$ cat config.mk
export PLATFORM = sky130hd
export DESIGN_NAME = ec_scalar_mul_seq_flat
export DESIGN_NICKNAME = d
export VERILOG_FILES = /design/src/rtl/ec_scalar_mul_seq_if.sv /design/src/rtl/ec_scalar_mul_seq.sv /design/src/flat_wrapper.sv
export SDC_FILE = /design/constraint.sdc
export NUM_CORES = 1
export LEC_CHECK = 0
export BUFFER_PORTS_ARGS = -buffer_cell sky130_fd_sc_hd__buf_2
export CAP_MARGIN = 20
export CORE_UTILIZATION = 45
export DETAILED_ROUTE_END_ITERATION = 10
export PLACE_DENSITY = 0.66
export SYNTH_ARGS = -nofsm -noshare
export SYNTH_HDL_FRONTEND = slang
export SYNTH_SLANG_ARGS = --single-unit
$ cat constraint.sdc
create_clock -name clk -period 2.57 [get_ports clk]
set_clock_uncertainty 0.1 [all_clocks]
set_input_delay 0.1285 -clock clk [delete_from_list [all_inputs] [get_ports clk]]
set_output_delay 0.1285 -clock clk [all_outputs]
set_load 0.02 [all_outputs]
$ cat src/rtl/ec_scalar_mul_seq_if.sv
// ----------------------------------------------------------------------------
// ec_scalar_mul_seq_if
// Groups the handshake and data signals of the elliptic-curve scalar
// multiplication sequencer. The sequencer connects to this bundle through the
// slave modport. The master modport is the view from the requester and from
// the point add/double unit.
//
// Signal groups:
//   in_*          start strobe plus operands (P, k, prime, a), driven toward the sequencer
//   ec_in_valid,  request pulse plus operands, driven toward the point unit
//   ec_P*/Q*/prime/a
//   ec_out_valid, result strobe plus coordinates, returned by the point unit
//   ec_R*
//   busy, out_*   status and final result from the sequencer
//   out_err       timeout flag; present only when EC_SEQ_TIMEOUT_EN is defined
// ----------------------------------------------------------------------------
interface ec_scalar_mul_seq_if #(
  parameter int K_WIDTH = 6,
  parameter int W       = 6
);
  logic               in_valid;
  logic [W-1:0]       in_Px;
  logic [W-1:0]       in_Py;
  logic [K_WIDTH-1:0] in_k;
  logic [W-1:0]       in_prime;
  logic [W-1:0]       in_a;

  logic               ec_in_valid;
  logic [W-1:0]       ec_Px;
  logic [W-1:0]       ec_Py;
  logic [W-1:0]       ec_Qx;
  logic [W-1:0]       ec_Qy;
  logic [W-1:0]       ec_prime;
  logic [W-1:0]       ec_a;
  logic               ec_out_valid;
  logic [W-1:0]       ec_Rx;
  logic [W-1:0]       ec_Ry;

  logic               busy;
  logic               out_valid;
  logic [W-1:0]       out_Rx;
  logic [W-1:0]       out_Ry;
  logic               out_inf;
`ifdef EC_SEQ_TIMEOUT_EN
  logic               out_err;
`endif

  modport slave (
    input  in_valid, in_Px, in_Py, in_k, in_prime, in_a,
    input  ec_out_valid, ec_Rx, ec_Ry,
    output ec_in_valid, ec_Px, ec_Py, ec_Qx, ec_Qy, ec_prime, ec_a,
`ifdef EC_SEQ_TIMEOUT_EN
    output out_err,
`endif
    output busy, out_valid, out_Rx, out_Ry, out_inf
  );

  modport master (
    output in_valid, in_Px, in_Py, in_k, in_prime, in_a,
    output ec_out_valid, ec_Rx, ec_Ry,
    input  ec_in_valid, ec_Px, ec_Py, ec_Qx, ec_Qy, ec_prime, ec_a,
`ifdef EC_SEQ_TIMEOUT_EN
    input  out_err,
`endif
    input  busy, out_valid, out_Rx, out_Ry, out_inf
  );
endinterface

$ cat src/rtl/ec_scalar_mul_seq.sv
// ----------------------------------------------------------------------------
// ec_scalar_mul_seq
// Sequences elliptic-curve scalar multiplication R = k*P. It uses left-to-right
// double-and-add and scans the bits of k from the MSB down. The accumulator A
// starts at infinity. The downstream point unit cannot represent infinity or
// inverse points, so this block resolves those cases locally with equality
// compares. It sends every other step to the point unit as a request and waits
// for the result.
//
// Ports:
//   clk  clock
//   rst  synchronous active-high reset; aborts any operation in flight
//   bus  ec_scalar_mul_seq_if.slave, which carries the start/operand inputs,
//        the point-unit request/response signals, busy, and out_*
//
// Optional feature, macro EC_SEQ_TIMEOUT_EN: adds a WAIT watchdog. If the
// point unit does not answer within TIMEOUT_CYCLES cycles, the operation ends
// with out_inf = 1 and out_err = 1.
// ----------------------------------------------------------------------------
module ec_scalar_mul_seq #(
  parameter int K_WIDTH        = 6,
  parameter int TIMEOUT_CYCLES = 15
) (
  input  logic                   clk,
  input  logic                   rst,
  ec_scalar_mul_seq_if.slave     bus
);

  localparam int W     = 6;
  localparam int IDX_W = (K_WIDTH > 1) ? $clog2(K_WIDTH) : 1;
  localparam logic [IDX_W-1:0] IDX_TOP  = IDX_W'(K_WIDTH - 1);
  localparam logic [IDX_W-1:0] IDX_ZERO = {IDX_W{1'b0}};
  localparam logic [W-1:0]     ZERO_W   = {W{1'b0}};

  // Reject parameter values that make no sense at elaboration time.
  if (K_WIDTH < 1 || TIMEOUT_CYCLES < 1) begin : g_param_check
    $error("ec_scalar_mul_seq: K_WIDTH and TIMEOUT_CYCLES must be at least 1");
  end

  typedef enum logic [2:0] {
    S_IDLE = 3'd0,
    S_DBL  = 3'd1,
    S_ADD  = 3'd2,
    S_WAIT = 3'd3,
    S_OUT  = 3'd4
  } state_e;

  state_e             state_q, state_d;
  logic [W-1:0]       px_q, px_d, py_q, py_d;
  logic [W-1:0]       prime_q, prime_d, coef_a_q, coef_a_d;
  logic [K_WIDTH-1:0] k_q, k_d;
  logic [W-1:0]       acc_x_q, acc_x_d, acc_y_q, acc_y_d;
  logic               acc_inf_q, acc_inf_d;
  logic [IDX_W-1:0]   idx_q, idx_d;
  logic               from_add_q, from_add_d;   // the pending request came from an ADD step
  logic               ec_in_valid_q, ec_in_valid_d;
  logic [W-1:0]       ec_px_q, ec_px_d, ec_py_q, ec_py_d;
  logic [W-1:0]       ec_qx_q, ec_qx_d, ec_qy_q, ec_qy_d;
  logic               busy_q, busy_d;
  logic               out_valid_q, out_valid_d, out_inf_q, out_inf_d;
  logic [W-1:0]       out_rx_q, out_rx_d, out_ry_q, out_ry_d;
  logic               step_done_s;   // the current step finished this cycle
  logic               step_add_s;    // the finished step was an ADD
  logic               err_s;
`ifdef EC_SEQ_TIMEOUT_EN
  localparam int CNT_W = $clog2(TIMEOUT_CYCLES + 1);
  logic [CNT_W-1:0]   wait_cnt_q, wait_cnt_d;
  logic               out_err_q;
`endif

  // Next-state and datapath logic for the double-and-add sequencer.
  always_comb begin
    state_d       = state_q;
    px_d          = px_q;
    py_d          = py_q;
    prime_d       = prime_q;
    coef_a_d      = coef_a_q;
    k_d           = k_q;
    acc_x_d       = acc_x_q;
    acc_y_d       = acc_y_q;
    acc_inf_d     = acc_inf_q;
    idx_d         = idx_q;
    from_add_d    = from_add_q;
    ec_in_valid_d = 1'b0;
    ec_px_d       = ec_px_q;
    ec_py_d       = ec_py_q;
    ec_qx_d       = ec_qx_q;
    ec_qy_d       = ec_qy_q;
    step_done_s   = 1'b0;
    step_add_s    = 1'b0;
    err_s         = 1'b0;
`ifdef EC_SEQ_TIMEOUT_EN
    wait_cnt_d    = wait_cnt_q;
`endif

    case (state_q)
      S_IDLE: begin
        if (bus.in_valid) begin
          px_d      = bus.in_Px;
          py_d      = bus.in_Py;
          k_d       = bus.in_k;
          prime_d   = bus.in_prime;
          coef_a_d  = bus.in_a;
          acc_x_d   = ZERO_W;
          acc_y_d   = ZERO_W;
          acc_inf_d = 1'b1;
          idx_d     = IDX_TOP;
          state_d   = S_DBL;
        end else begin
          state_d   = S_IDLE;
        end
      end

      S_DBL: begin
        if (acc_inf_q) begin
          step_done_s = 1'b1;
        end else if (acc_y_q == ZERO_W) begin
          // Doubling a point with y = 0 gives infinity.
          acc_inf_d   = 1'b1;
          step_done_s = 1'b1;
        end else begin
          ec_in_valid_d = 1'b1;
          ec_px_d       = acc_x_q;
          ec_py_d       = acc_y_q;
          ec_qx_d       = acc_x_q;
          ec_qy_d       = acc_y_q;
          from_add_d    = 1'b0;
`ifdef EC_SEQ_TIMEOUT_EN
          wait_cnt_d    = {CNT_W{1'b0}};
`endif
          state_d       = S_WAIT;
        end
      end

      S_ADD: begin
        step_add_s = 1'b1;
        if (acc_inf_q) begin
          acc_x_d     = px_q;
          acc_y_d     = py_q;
          acc_inf_d   = 1'b0;
          step_done_s = 1'b1;
        end else if (acc_x_q == px_q && acc_y_q != py_q) begin
          // A == -P.
          acc_inf_d   = 1'b1;
          step_done_s = 1'b1;
        end else if (acc_x_q == px_q && py_q == ZERO_W) begin
          // A == P and this point is its own inverse.
          acc_inf_d   = 1'b1;
          step_done_s = 1'b1;
        end else begin
          // A == P also goes out as a pair; the point unit detects the doubling.
          ec_in_valid_d = 1'b1;
          ec_px_d       = acc_x_q;
          ec_py_d       = acc_y_q;
          ec_qx_d       = px_q;
          ec_qy_d       = py_q;
          from_add_d    = 1'b1;
`ifdef EC_SEQ_TIMEOUT_EN
          wait_cnt_d    = {CNT_W{1'b0}};
`endif
          state_d       = S_WAIT;
        end
      end

      S_WAIT: begin
        step_add_s = from_add_q;
        if (bus.ec_out_valid) begin
          acc_x_d     = bus.ec_Rx;
          acc_y_d     = bus.ec_Ry;
          acc_inf_d   = 1'b0;
          step_done_s = 1'b1;
        end else begin
`ifdef EC_SEQ_TIMEOUT_EN
          wait_cnt_d = wait_cnt_q + CNT_W'(1);
          if (wait_cnt_d == CNT_W'(TIMEOUT_CYCLES)) begin
            acc_inf_d = 1'b1;
            err_s     = 1'b1;
            state_d   = S_OUT;
          end else begin
            state_d   = S_WAIT;
          end
`else
          state_d = S_WAIT;
`endif
        end
      end

      S_OUT: begin
        state_d = S_IDLE;
      end

      default: begin
        state_d = S_IDLE;
      end
    endcase

    // Shared routing once a DBL or ADD step finishes, locally or through the point unit.
    if (step_done_s) begin
      if (!step_add_s && k_q[idx_q]) begin
        state_d = S_ADD;
      end else if (idx_q != IDX_ZERO) begin
        idx_d   = idx_q - IDX_W'(1);
        state_d = S_DBL;
      end else begin
        state_d = S_OUT;
      end
    end else begin
      idx_d = idx_d;
    end
  end

  // Registered status and result outputs, derived from the next-state values.
  always_comb begin
    busy_d      = (state_d != S_IDLE);
    out_valid_d = (state_d == S_OUT);
    out_inf_d   = 1'b0;
    out_rx_d    = ZERO_W;
    out_ry_d    = ZERO_W;
    if (state_d == S_OUT) begin
      out_inf_d = acc_inf_d;
      out_rx_d  = acc_inf_d ? ZERO_W : acc_x_d;
      out_ry_d  = acc_inf_d ? ZERO_W : acc_y_d;
    end else begin
      out_inf_d = 1'b0;
    end
  end

  // State and datapath registers with synchronous reset.
  always_ff @(posedge clk) begin
    if (rst) begin
      state_q       <= S_IDLE;
      px_q          <= ZERO_W;
      py_q          <= ZERO_W;
      prime_q       <= ZERO_W;
      coef_a_q      <= ZERO_W;
      k_q           <= {K_WIDTH{1'b0}};
      acc_x_q       <= ZERO_W;
      acc_y_q       <= ZERO_W;
      acc_inf_q     <= 1'b1;
      idx_q         <= IDX_ZERO;
      from_add_q    <= 1'b0;
      ec_in_valid_q <= 1'b0;
      ec_px_q       <= ZERO_W;
      ec_py_q       <= ZERO_W;
      ec_qx_q       <= ZERO_W;
      ec_qy_q       <= ZERO_W;
      busy_q        <= 1'b0;
      out_valid_q   <= 1'b0;
      out_inf_q     <= 1'b0;
      out_rx_q      <= ZERO_W;
      out_ry_q      <= ZERO_W;
`ifdef EC_SEQ_TIMEOUT_EN
      wait_cnt_q    <= {CNT_W{1'b0}};
      out_err_q     <= 1'b0;
`endif
    end else begin
      state_q       <= state_d;
      px_q          <= px_d;
      py_q          <= py_d;
      prime_q       <= prime_d;
      coef_a_q      <= coef_a_d;
      k_q           <= k_d;
      acc_x_q       <= acc_x_d;
      acc_y_q       <= acc_y_d;
      acc_inf_q     <= acc_inf_d;
      idx_q         <= idx_d;
      from_add_q    <= from_add_d;
      ec_in_valid_q <= ec_in_valid_d;
      ec_px_q       <= ec_px_d;
      ec_py_q       <= ec_py_d;
      ec_qx_q       <= ec_qx_d;
      ec_qy_q       <= ec_qy_d;
      busy_q        <= busy_d;
      out_valid_q   <= out_valid_d;
      out_inf_q     <= out_inf_d;
      out_rx_q      <= out_rx_d;
      out_ry_q      <= out_ry_d;
`ifdef EC_SEQ_TIMEOUT_EN
      wait_cnt_q    <= wait_cnt_d;
      out_err_q     <= err_s;
`endif
    end
  end

  assign bus.ec_in_valid = ec_in_valid_q;
  assign bus.ec_Px       = ec_px_q;
  assign bus.ec_Py       = ec_py_q;
  assign bus.ec_Qx       = ec_qx_q;
  assign bus.ec_Qy       = ec_qy_q;
  assign bus.ec_prime    = prime_q;
  assign bus.ec_a        = coef_a_q;
  assign bus.busy        = busy_q;
  assign bus.out_valid   = out_valid_q;
  assign bus.out_Rx      = out_rx_q;
  assign bus.out_Ry      = out_ry_q;
  assign bus.out_inf     = out_inf_q;
`ifdef EC_SEQ_TIMEOUT_EN
  assign bus.out_err     = out_err_q;
`endif

endmodule

$ cat src/flat_wrapper.sv
// flat-port wrapper written by rule: the top's interface ports become plain ports
module ec_scalar_mul_seq_flat 
#(
  parameter int K_WIDTH        = 6,
  parameter int TIMEOUT_CYCLES = 15
)
  (clk, rst, bus_in_valid, bus_in_Px, bus_in_Py, bus_in_k, bus_in_prime, bus_in_a, bus_ec_out_valid, bus_ec_Rx, bus_ec_Ry, bus_ec_in_valid, bus_ec_Px, bus_ec_Py, bus_ec_Qx, bus_ec_Qy, bus_ec_prime, bus_ec_a, bus_busy, bus_out_valid, bus_out_Rx, bus_out_Ry, bus_out_inf);
  ec_scalar_mul_seq_if #(.K_WIDTH(K_WIDTH)) bus_i ();
  input  logic clk;
  input  logic rst;
  input wire logic [$bits(bus_i.in_valid)-1:0] bus_in_valid;
  input wire logic [$bits(bus_i.in_Px)-1:0] bus_in_Px;
  input wire logic [$bits(bus_i.in_Py)-1:0] bus_in_Py;
  input wire logic [$bits(bus_i.in_k)-1:0] bus_in_k;
  input wire logic [$bits(bus_i.in_prime)-1:0] bus_in_prime;
  input wire logic [$bits(bus_i.in_a)-1:0] bus_in_a;
  input wire logic [$bits(bus_i.ec_out_valid)-1:0] bus_ec_out_valid;
  input wire logic [$bits(bus_i.ec_Rx)-1:0] bus_ec_Rx;
  input wire logic [$bits(bus_i.ec_Ry)-1:0] bus_ec_Ry;
  output wire logic [$bits(bus_i.ec_in_valid)-1:0] bus_ec_in_valid;
  output wire logic [$bits(bus_i.ec_Px)-1:0] bus_ec_Px;
  output wire logic [$bits(bus_i.ec_Py)-1:0] bus_ec_Py;
  output wire logic [$bits(bus_i.ec_Qx)-1:0] bus_ec_Qx;
  output wire logic [$bits(bus_i.ec_Qy)-1:0] bus_ec_Qy;
  output wire logic [$bits(bus_i.ec_prime)-1:0] bus_ec_prime;
  output wire logic [$bits(bus_i.ec_a)-1:0] bus_ec_a;
  output wire logic [$bits(bus_i.busy)-1:0] bus_busy;
  output wire logic [$bits(bus_i.out_valid)-1:0] bus_out_valid;
  output wire logic [$bits(bus_i.out_Rx)-1:0] bus_out_Rx;
  output wire logic [$bits(bus_i.out_Ry)-1:0] bus_out_Ry;
  output wire logic [$bits(bus_i.out_inf)-1:0] bus_out_inf;
  assign bus_i.in_valid = bus_in_valid;
  assign bus_i.in_Px = bus_in_Px;
  assign bus_i.in_Py = bus_in_Py;
  assign bus_i.in_k = bus_in_k;
  assign bus_i.in_prime = bus_in_prime;
  assign bus_i.in_a = bus_in_a;
  assign bus_i.ec_out_valid = bus_ec_out_valid;
  assign bus_i.ec_Rx = bus_ec_Rx;
  assign bus_i.ec_Ry = bus_ec_Ry;
  assign bus_ec_in_valid = bus_i.ec_in_valid;
  assign bus_ec_Px = bus_i.ec_Px;
  assign bus_ec_Py = bus_i.ec_Py;
  assign bus_ec_Qx = bus_i.ec_Qx;
  assign bus_ec_Qy = bus_i.ec_Qy;
  assign bus_ec_prime = bus_i.ec_prime;
  assign bus_ec_a = bus_i.ec_a;
  assign bus_busy = bus_i.busy;
  assign bus_out_valid = bus_i.out_valid;
  assign bus_out_Rx = bus_i.out_Rx;
  assign bus_out_Ry = bus_i.out_Ry;
  assign bus_out_inf = bus_i.out_inf;
  ec_scalar_mul_seq #(.K_WIDTH(K_WIDTH), .TIMEOUT_CYCLES(TIMEOUT_CYCLES)) u_core (.clk(clk), .rst(rst), .bus(bus_i));
endmodule
---- Word level (Yosys, flattened, before mapping) ----
Index checks and enable logic that the tools add are counted.
operators by class
  $add $sub $neg .......................... 1
  order comparisons ....................... 1
  equal/unequal tests ..................... 11
  mux-type cells .......................... 70
  bitwise gates (word level) .............. 1
  reductions and logical operators ........ 14
operators by type and width
  cell                   count
  $mux W6                22
  $pmux W6 S2            4
  $mux W3                14
  $pmux W6 S3            2
  $mux W1                21
  $logic_not A6 Y1       2
  $pmux W3 S4            1
  $ne A2 B2 Y1 const B   5
  $eq A3 B2 Y1 const B   2
  $eq A6 B6 Y1           1
  $ne A6 B6 Y1           1
  $pmux W1 S2            3
  $reduce_and A6 Y1      1
  $reduce_bool A3 Y1     2
  $lt A3 B4 Y1 const B   1
  $pmux W1 S4            1
  $bmux W1 S3            1
  $eq A3 B1 Y1 const B   1
  $eq A3 B3 Y1 const B   1
  $logic_and A1 B1 Y1    3
  $logic_not A3 Y1       1
  $pmux W1 S3            1
  $reduce_or A3 Y1       1
  $sub A3 B1 Y3 const B  1
  5 further kinds        5
storage, ports and cells
  flip-flop bits (word level) ............. 90
  input port bits ......................... 46
  output and inout bits ................... 52

---- Depth between registers and ports, before layout ----
Gate-level depths: netlist (run 1).
  word-level depth ........................ 10
  depth in mapped cells ................... 9
  gate-level depth less buffers ........... 6

---- Worst setup path after synthesis (run 1) ----
OpenSTA, ideal clock, no wires.
  path type ............................... register -> register
  from .................................... register u_core.idx_q[0]
  to ...................................... register u_core.idx_q[1]
  library setup time ...................... 0.123 ns
  arrival time ............................ 1.792 ns
  setup slack ............................. 0.555 ns
  stages on the path, launching flop included .. 6
  buffers on the path ..................... 0
  period minus slack after synthesis ...... 2.015 ns
  cells stage by stage .................... dfxtp_1 > mux4_2 > mux2_1 > a22oi_4 > nand2_2 > mux2_1
between the ends
  word-level cells in the longest chain between the ends .. 5
  elaborated cells on any way between the ends .. 8
  classes of those cells .................. 1 x add/sub; 5 x mux; 2 x reduce/logical
RTL lines
  what                           line                      RTL
  from (decl)                    ec_scalar_mul_seq.sv:54   logic [IDX_W-1:0] idx_q, idx_d;
  from (signal assigned)         ec_scalar_mul_seq.sv:266  idx_q <= idx_d;
  $bmux W1 S3                    ec_scalar_mul_seq.sv:199  if (!step_add_s && k_q[idx_q]) begin
  $mux W1 (implied by the code)  ec_scalar_mul_seq.sv:199
  $logic_and A1 B1 Y1            ec_scalar_mul_seq.sv:199
  $mux W3 (*)                    ec_scalar_mul_seq.sv:199
  $mux W3 (*)                    ec_scalar_mul_seq.sv:198  if (step_done_s) begin
Mark *: on every way between the ends. The rest lies on a longest branch, timed or not. The select of a mux whose other input is x is not followed.
A chain may end at the register's enable or synchronous reset.

---- Worst setup path in the final report (run 1) ----
  from .................................... register u_core.py_q[4]
  to ...................................... register u_core.ec_px_q[1] (netlist: u_core.bus.ec_Px[1])
between the ends
  word-level cells in the longest chain between the ends .. 4
  elaborated cells on any way between the ends .. 7
  classes of those cells .................. 3 x eq/ne; 4 x reduce/logical
RTL lines
  what                                              line                                                RTL
  from (decl)                                       ec_scalar_mul_seq.sv:49                             logic [W-1:0] px_q, px_d, py_q, py_d;
  from (signal assigned)                            ec_scalar_mul_seq.sv:259                            py_q <= py_d;
  $ne A6 B6 Y1 or $logic_not A6 Y1 (tied branches)  ec_scalar_mul_seq.sv:142, ec_scalar_mul_seq.sv:146
  $logic_and A1 B1 Y1 (on tied branches)            ec_scalar_mul_seq.sv:142, ec_scalar_mul_seq.sv:146
  $ne A2 B2 Y1 (no source line)                     -
  $reduce_and A6 Y1 (no source line) (*)            -
  to (signal assigned)                              ec_scalar_mul_seq.sv:269                            ec_px_q <= ec_px_d;
  to (decl)                                         ec_scalar_mul_seq.sv:57                             logic [W-1:0] ec_px_q, ec_px_d, ec_py_q, ec_py_d;
Mark *: on every way between the ends. The rest lies on a longest branch, timed or not.

==> impl_metrics.yaml, run 1 <==
sta:
  max_freq_ghz: 0.450
  setup_viol: 0
  hold_viol_final: 0
  fin_ws_ps: 346
  whs_ps: 16.9
  rsz0062_at_grt: "no"
  slew_headroom: 0.624
  period_minus_slack_ps: 2220
  report.final.slew_viol_count: 0
  fin_tns_setup_ps: 0
  worst_slew_pin_slew_ps: 565
  post-route-period-util: 0.866
route:
  drtAntennaViolNets: 0
  viasPerCell: 5.30
  wl_mm: 10.2
  drc: 0
  vias: 3519
  firstDrtPassIters: 6
  wl_per_cell_um: 15.4
  drtIter0Drc: 216
finish:
  synthToLayoutAreaGrowth_pct: 30.2
  layout.nets: 602
  final_layout_size_suffix_gt1_frac: 0.281
  stdcell_area_um2: 4980
  fillers: 733
  antennaDiodeCount: 0
synthesis:
  syn-num-nets: 469
  yosys_most_used_dff: "dfxtp_1"
  seq_area_frac_synth: 0.471
  synth_area_um2: 3830
  synth-edff-count: 0
  avgSynthCellArea_um2: 9.09
  postSynth.asyncResetShare: 0
  ys_types: 62
  yosysWarningCount: 0
  synth-seq-cells: 90
  synthCells: 421
clocking:
  cts_tree: "built"
  htree_levels: 3
  clk_pin_slew_ps: 90
  cts.sinks: 90
  cts_buffers: 9
  cts_resized: 0
  cts_root_buf: "clkbuf_8"
  clockBufferDepth: 2
  clock_latency_ps: 370
  post_cts_buffers: 0
worst_setup_path:
  crit_required_ps: 2750
  critical_path.slowest_cell: "dfxtp_1"
  cp-end-kind: "flip-flop"
  arrival_ps: 2410
  critPathKind: "flip-flop to flip-flop"
  cp_slowest_stage_delay_ps: 510
  cp_max_fo: 19
  path_cells: "nor4_1, a211o_1, or2_1, a21oi_2, nand2b_1, buf_4, mux2i_1"
  start_kind: "flip-flop"
min_path:
  hold_path_class: "input port to flip-flop"
placed_design:
  gp_congestion: 0.893
  portBuffers: 97
  dp.final_hpwl_mm: 6.85
  post-place-ws_ps: 388
  postPlaceCellArea_um2: 4390
floorplan:
  pin_count: 98
  core_area_um2: 8220
  fp.dieW_um: 94.2
  initial_utilization: 0.466
  row_count: 33
  die_height_um: 94.2
  dieArea_um2: 8880
power_and_ir_drop:
  p_clk_frac: 0.226
  combPwrFrac: 0.340
  p_per_area_nw_per_um2: 823
  ir_worst_vdd_mv: 0.439
  internal-power_mw: 2.52
  p_seq_frac: 0.434
  p_sw_frac: 0.385
  switchingPower_mw: 1.58
  p_leak_nw: 2.11
job:
  maxCapViolations: 0
global_routing:
  grt_first_pass_wirelength_mm: 16.4
  grt_pass1_vias: 3318
  grt.total_usage: 0.240
  grt_start_max_net_pins: 51
  antenna_found_initial: 0
  gr-total-overflow: 0
outcome:
  run_status: "complete, no violations"
[cell families after synthesis]
family	after synthesis	share of synthesized area
fa+ha+maj	2	0.00653
mux	16	0.0457
xor+xnor	12	0.0275
compound gates	97	0.178
buf+inv	36	0.0490
flops	90	0.471
simple gates	168	0.223
[layout make-up]
| class | instances | area [µm²] | share of cell area |
|---|---|---|---|
| inverters | 6 | 22.5 | 0.00452 |
| repair buffers | 152 | 1000 | 0.201 |
| multi-input cells | 295 | 1840 | 0.369 |
| clock buffers | 10 | 138 | 0.0276 |
| well taps | 105 | 131 | 0.0264 |
| clock inverters | 6 | 50.0 | 0.0100 |
| flip-flops and latches | 90 | 1800 | 0.362 |
[per-layer routing]
metal | GRT usage | share of wire | up-vias | wire length [µm]
met5 | 0 | 0 | - | 0
met4 | 0.0897 | 0.018 | 0 | 187
met3 | 0.0413 | 0.067 | 16 | 685
met2 | 0.380 | 0.47 | 147 | 4780
met1 | 0.324 | 0.45 | 1633 | 4540
li1 | - | - | 1723 | -
[state kept, by name, summed over array words and instances, names as in the netlist, 3 cells and up]
name                 flops
u_core.bus.ec_a          6
u_core.bus.ec_Qy         6
u_core.acc_x_q           6
u_core.py_q              6
u_core.bus.ec_Px         6
u_core.acc_y_q           6
u_core.bus.ec_prime      6
u_core.k_q               6
u_core.bus.ec_Py         6
u_core.idx_q             3
u_core.bus.out_Rx        6
u_core.bus.ec_Qx         6
u_core.bus.out_Ry        6
u_core.state_q           3
u_core.px_q              6
[cell usage after synthesis, drive strengths merged, types with 2 or more instances]
cell    count  area, µm²
o21ai       4       20.0
xnor2       4       35.0
nor2b       3       21.3
o32ai       2       17.5
nor4        2       27.5
a21oi      47        239
a211o       2       18.8
nand2b     27        171
clkbuf     23        106
nand3       2       10.0
nand2      71        269
ha          2       25.0
a211oi      6       45.0
dfxtp      90       1800
mux2i      13        130
inv         6       22.5
a41oi       2       17.5
a222oi     12        120
or2         2       12.5
a31oi       4       31.3
mux2        2       22.5
nand3b      6       45.0
and2        5       33.8
nor3        5       36.3
o21bai      2       18.8
nor2       39        171
a32oi       4       35.0
xor2        8       70.1
o21a        4       30.0
or3b        2       20.0
buf         7       58.8
[cell usage in the layout (no fill, tap or decap), drive strengths merged, types with 3 or more instances in the layout]
cell	Yosys	layout
a211oi	6	6
nand2b	27	27
nor2b	3	3
a21oi	47	47
nand3b	6	6
dfxtp	90	90
buf	7	111
nand2	71	71
clkbuf	23	10
nor3	5	5
nor2	39	39
mux2i	13	13
and2	5	5
clkinv	0	3
xor2	8	8
xnor2	4	4
a31oi	4	4
inv	6	8
o21a	4	4
dlygate4sd3	0	41
a32oi	4	4
a222oi	12	12
o21ai	4	4
[repair_timing]
action	4_1_cts	5_1_grt
setup endpoints to repair	0	0
hold endpoints to repair	51	0
hold buffers	41	0
[metrics by stage]
step / instances / total power, mW / utilization
2_1_floorplan: 421 / 2.80 / -
3_3_place_gp: 607 / 3.11 / 0.534
3_5_place_dp: 607 / 3.14 / 0.534
4_1_cts: 664 / 4.10 / 0.607
5_1_grt: 664 / 4.34 / 0.607
6_report: 664 / 4.10 / 0.607
[power groups by stage]
stage                     logic (mW)  registers (mW)  clock network, mW
after floorplan                 1.01            1.78                  0
after global placement          1.31            1.80                  0
after detailed placement        1.33            1.80                  0
after CTS                       1.39            1.77              0.942
after global routing            1.54            1.80               1.00
final                           1.40            1.78              0.928
[final timing paths]
path | from | endpoint | slack [ps] | cells after the start
worst max-delay path | u_core.py_q[4]$_SDFFE_PP0P_ | u_core.bus.ec_Px[1]$_SDFFE_PP0P_ | 350 | 7
worst min register to register | u_core.bus.ec_a[3]$_SDFFE_PP0P_ | u_core.bus.ec_a[3]$_SDFFE_PP0P_ | 360 | 2
worst max register to register | u_core.py_q[4]$_SDFFE_PP0P_ | u_core.bus.ec_Px[1]$_SDFFE_PP0P_ | 350 | 7
worst min-delay path | bus_ec_Ry[1] | u_core.bus.out_Ry[1]$_SDFF_PP0_ | 20 | 3
[worst max-delay path: cells and delay by family, from the launching register on]
family,cells,cell delay [ps]
AOI/OAI and AO/OA,2,530
buffers and inverters,1,280
DFF,1,510
muxes,1,240
and+or+nand+nor,3,490
Power figures use the tool's default switching activity.
==> run 2: changes to the inputs <==
Settings changed: CORE_UTILIZATION 45 to 53, PLACE_DENSITY 0.66 to 0.76.
==> run 2 against run 1 <==
Register-to-register slack better by 20 ps. Combinational power hardly changed. Sequential share of layout area is 0.091 points higher. Die area is 15% lower. Routed wire length is 2.1% lower. Utilization is 12 points higher. Sequential power hardly changed. Largest cell class unchanged. Largest power group unchanged. Highest routed layer unchanged.
==> impl_metrics.yaml, run 2 (synthesis results as in run 1) <==
power_and_ir_drop:
  p_per_area_nw_per_um2: 857
  p_leak_nw: 2.11
  power_mw: 4.26
  ir_worst_vdd_mv: 0.502
floorplan:
  core_area_um2: 6870
  pin_count: 98
  fp.dieW_um: 87.0
  row_count: 30
  dieArea_um2: 7570
  initial_utilization: 0.557
  die_height_um: 87.0
finish:
  final_layout_size_suffix_gt1_frac: 0.281
  antennaDiodeCount: 0
  layout_common_cells: "buf_2, dfxtp_1, nand2_1"
  fillers: 504
  final_common_cell: "buf_2"
  synthToLayoutAreaGrowth_pct: 29.8
  layout.nets: 598
global_routing:
  gr-total-overflow: 0
  grt_start_max_net_pins: 41
  grt_pass1_vias: 3278
  grt_first_pass_wirelength_mm: 15.9
  grt.total_usage: 0.278
  antenna_found_initial: 0
placed_design:
  dp.final_hpwl_mm: 6.66
  portBuffers: 97
  gp_congestion: 0.883
clocking:
  cts_tree: "built"
  cts.sinks: 90
  htree_levels: 3
  clock_latency_ps: 350
  cts_resized: 0
  cts_root_buf: "clkbuf_8"
  cts_buffers: 9
  clk_pin_slew_ps: 80
  cts_hold_buf: 37
  post_cts_buffers: 0
  clockBufferDepth: 2
worst_setup_path:
  crit_required_ps: 2720
  cp_max_fo: 12
  rrSetupSlack_ps: 370
  critical_path.slowest_cell: "dfxtp_1"
  cp_slowest_stage_delay_ps: 520
  cp-end-kind: "flip-flop"
  arrival_ps: 2350
  critPathKind: "flip-flop to flip-flop"
  start_kind: "flip-flop"
  path_cells: "or3b_4, nor3_4, o211ai_2, a22oi_4, nand2_2, mux2_1"
route:
  drtAntennaViolNets: 0
  drc: 0
  vias: 3567
  drtIter0Drc: 334
  viasPerCell: 5.48
  wl_per_cell_um: 15.3
  firstDrtPassIters: 8
  wl_mm: 9.98
sta:
  worst_slew_pin_slew_ps: 579
  period_minus_slack_ps: 2200
  max_freq_ghz: 0.454
  report.final.slew_viol_count: 0
  setup_viol: 0
  fin_tns_setup_ps: 0
  slew_headroom: 0.614
  post-route-period-util: 0.858
  rsz0062_at_grt: "no"
  hold_viol_final: 0
min_path:
  hold_path_class: "input port to flip-flop"
job:
  maxCapViolations: 0
outcome:
  run_status: "complete, no violations"
run 2: layout make-up:
type | count | area (µm²) | share of cell area
multi-input cells | 295 | 1840 | 0.370
flip-flops and latches | 90 | 1800 | 0.362
repair buffers | 148 | 961 | 0.193
clock buffers | 11 | 141 | 0.0284
well taps | 96 | 120 | 0.0242
clock inverters | 5 | 85.1 | 0.0171
inverters | 6 | 22.5 | 0.00453
run 2: path summary, 6_finish.rpt:
check                                                      from                         endpoint  depth (start not counted)
worst max-delay path               u_core.state_q[1]$_SDFF_PP0_       u_core.idx_q[1]$_SDFF_PP0_                          6
worst min-delay path                               bus_ec_Ry[2]     u_core.acc_y_q[2]$_SDFF_PP0_                          3
worst max register to register     u_core.state_q[1]$_SDFF_PP0_       u_core.idx_q[1]$_SDFF_PP0_                          6
worst min register to register  u_core.bus.ec_a[3]$_SDFFE_PP0P_  u_core.bus.ec_a[3]$_SDFFE_PP0P_                          2
run 2: metal layers:
| metal | track usage | vias to the layer above | wire length [µm] |
|---|---|---|---|
| met1 | 0.364 | 1649 | 4350 |
| met2 | 0.447 | 180 | 4690 |
| met3 | 0.0673 | 22 | 737 |
| met5 | 0 | - | 0 |
| li1 | - | 1716 | - |
| met4 | 0.103 | 0 | 211 |
run 2: power breakdown:
part	total [mW]	switching, mW	internal, mW
logic	1.40	0.846	0.558
registers	1.77	0.205	1.57
clock network	1.08	0.501	0.580
total	4.26	1.55	2.71
run 2: critical path, delay by kind of cell (launching register included):
family	cells	cell delay, ps
multiplexers	1	310
AO/OA/AOI/OAI	2	460
flip-flops	1	520
AND/OR/NAND/NOR	3	720
run 2: through the flow:
step | instances | cell area (µm²) | hold slack (ps) | setup WS, ps | util
detailed placement | 598 | 4370 | 273 | 386 | 0.637
CTS | 651 | 4970 | 1.36 | 370 | 0.724
global route | 651 | 4970 | 30.1 | 238 | 0.724
floorplan | 421 | 3830 | 164 | 555 | -
finish | 651 | 4970 | 10.2 | 366 | 0.724
global placement | 598 | 4370 | 269 | 392 | 0.637
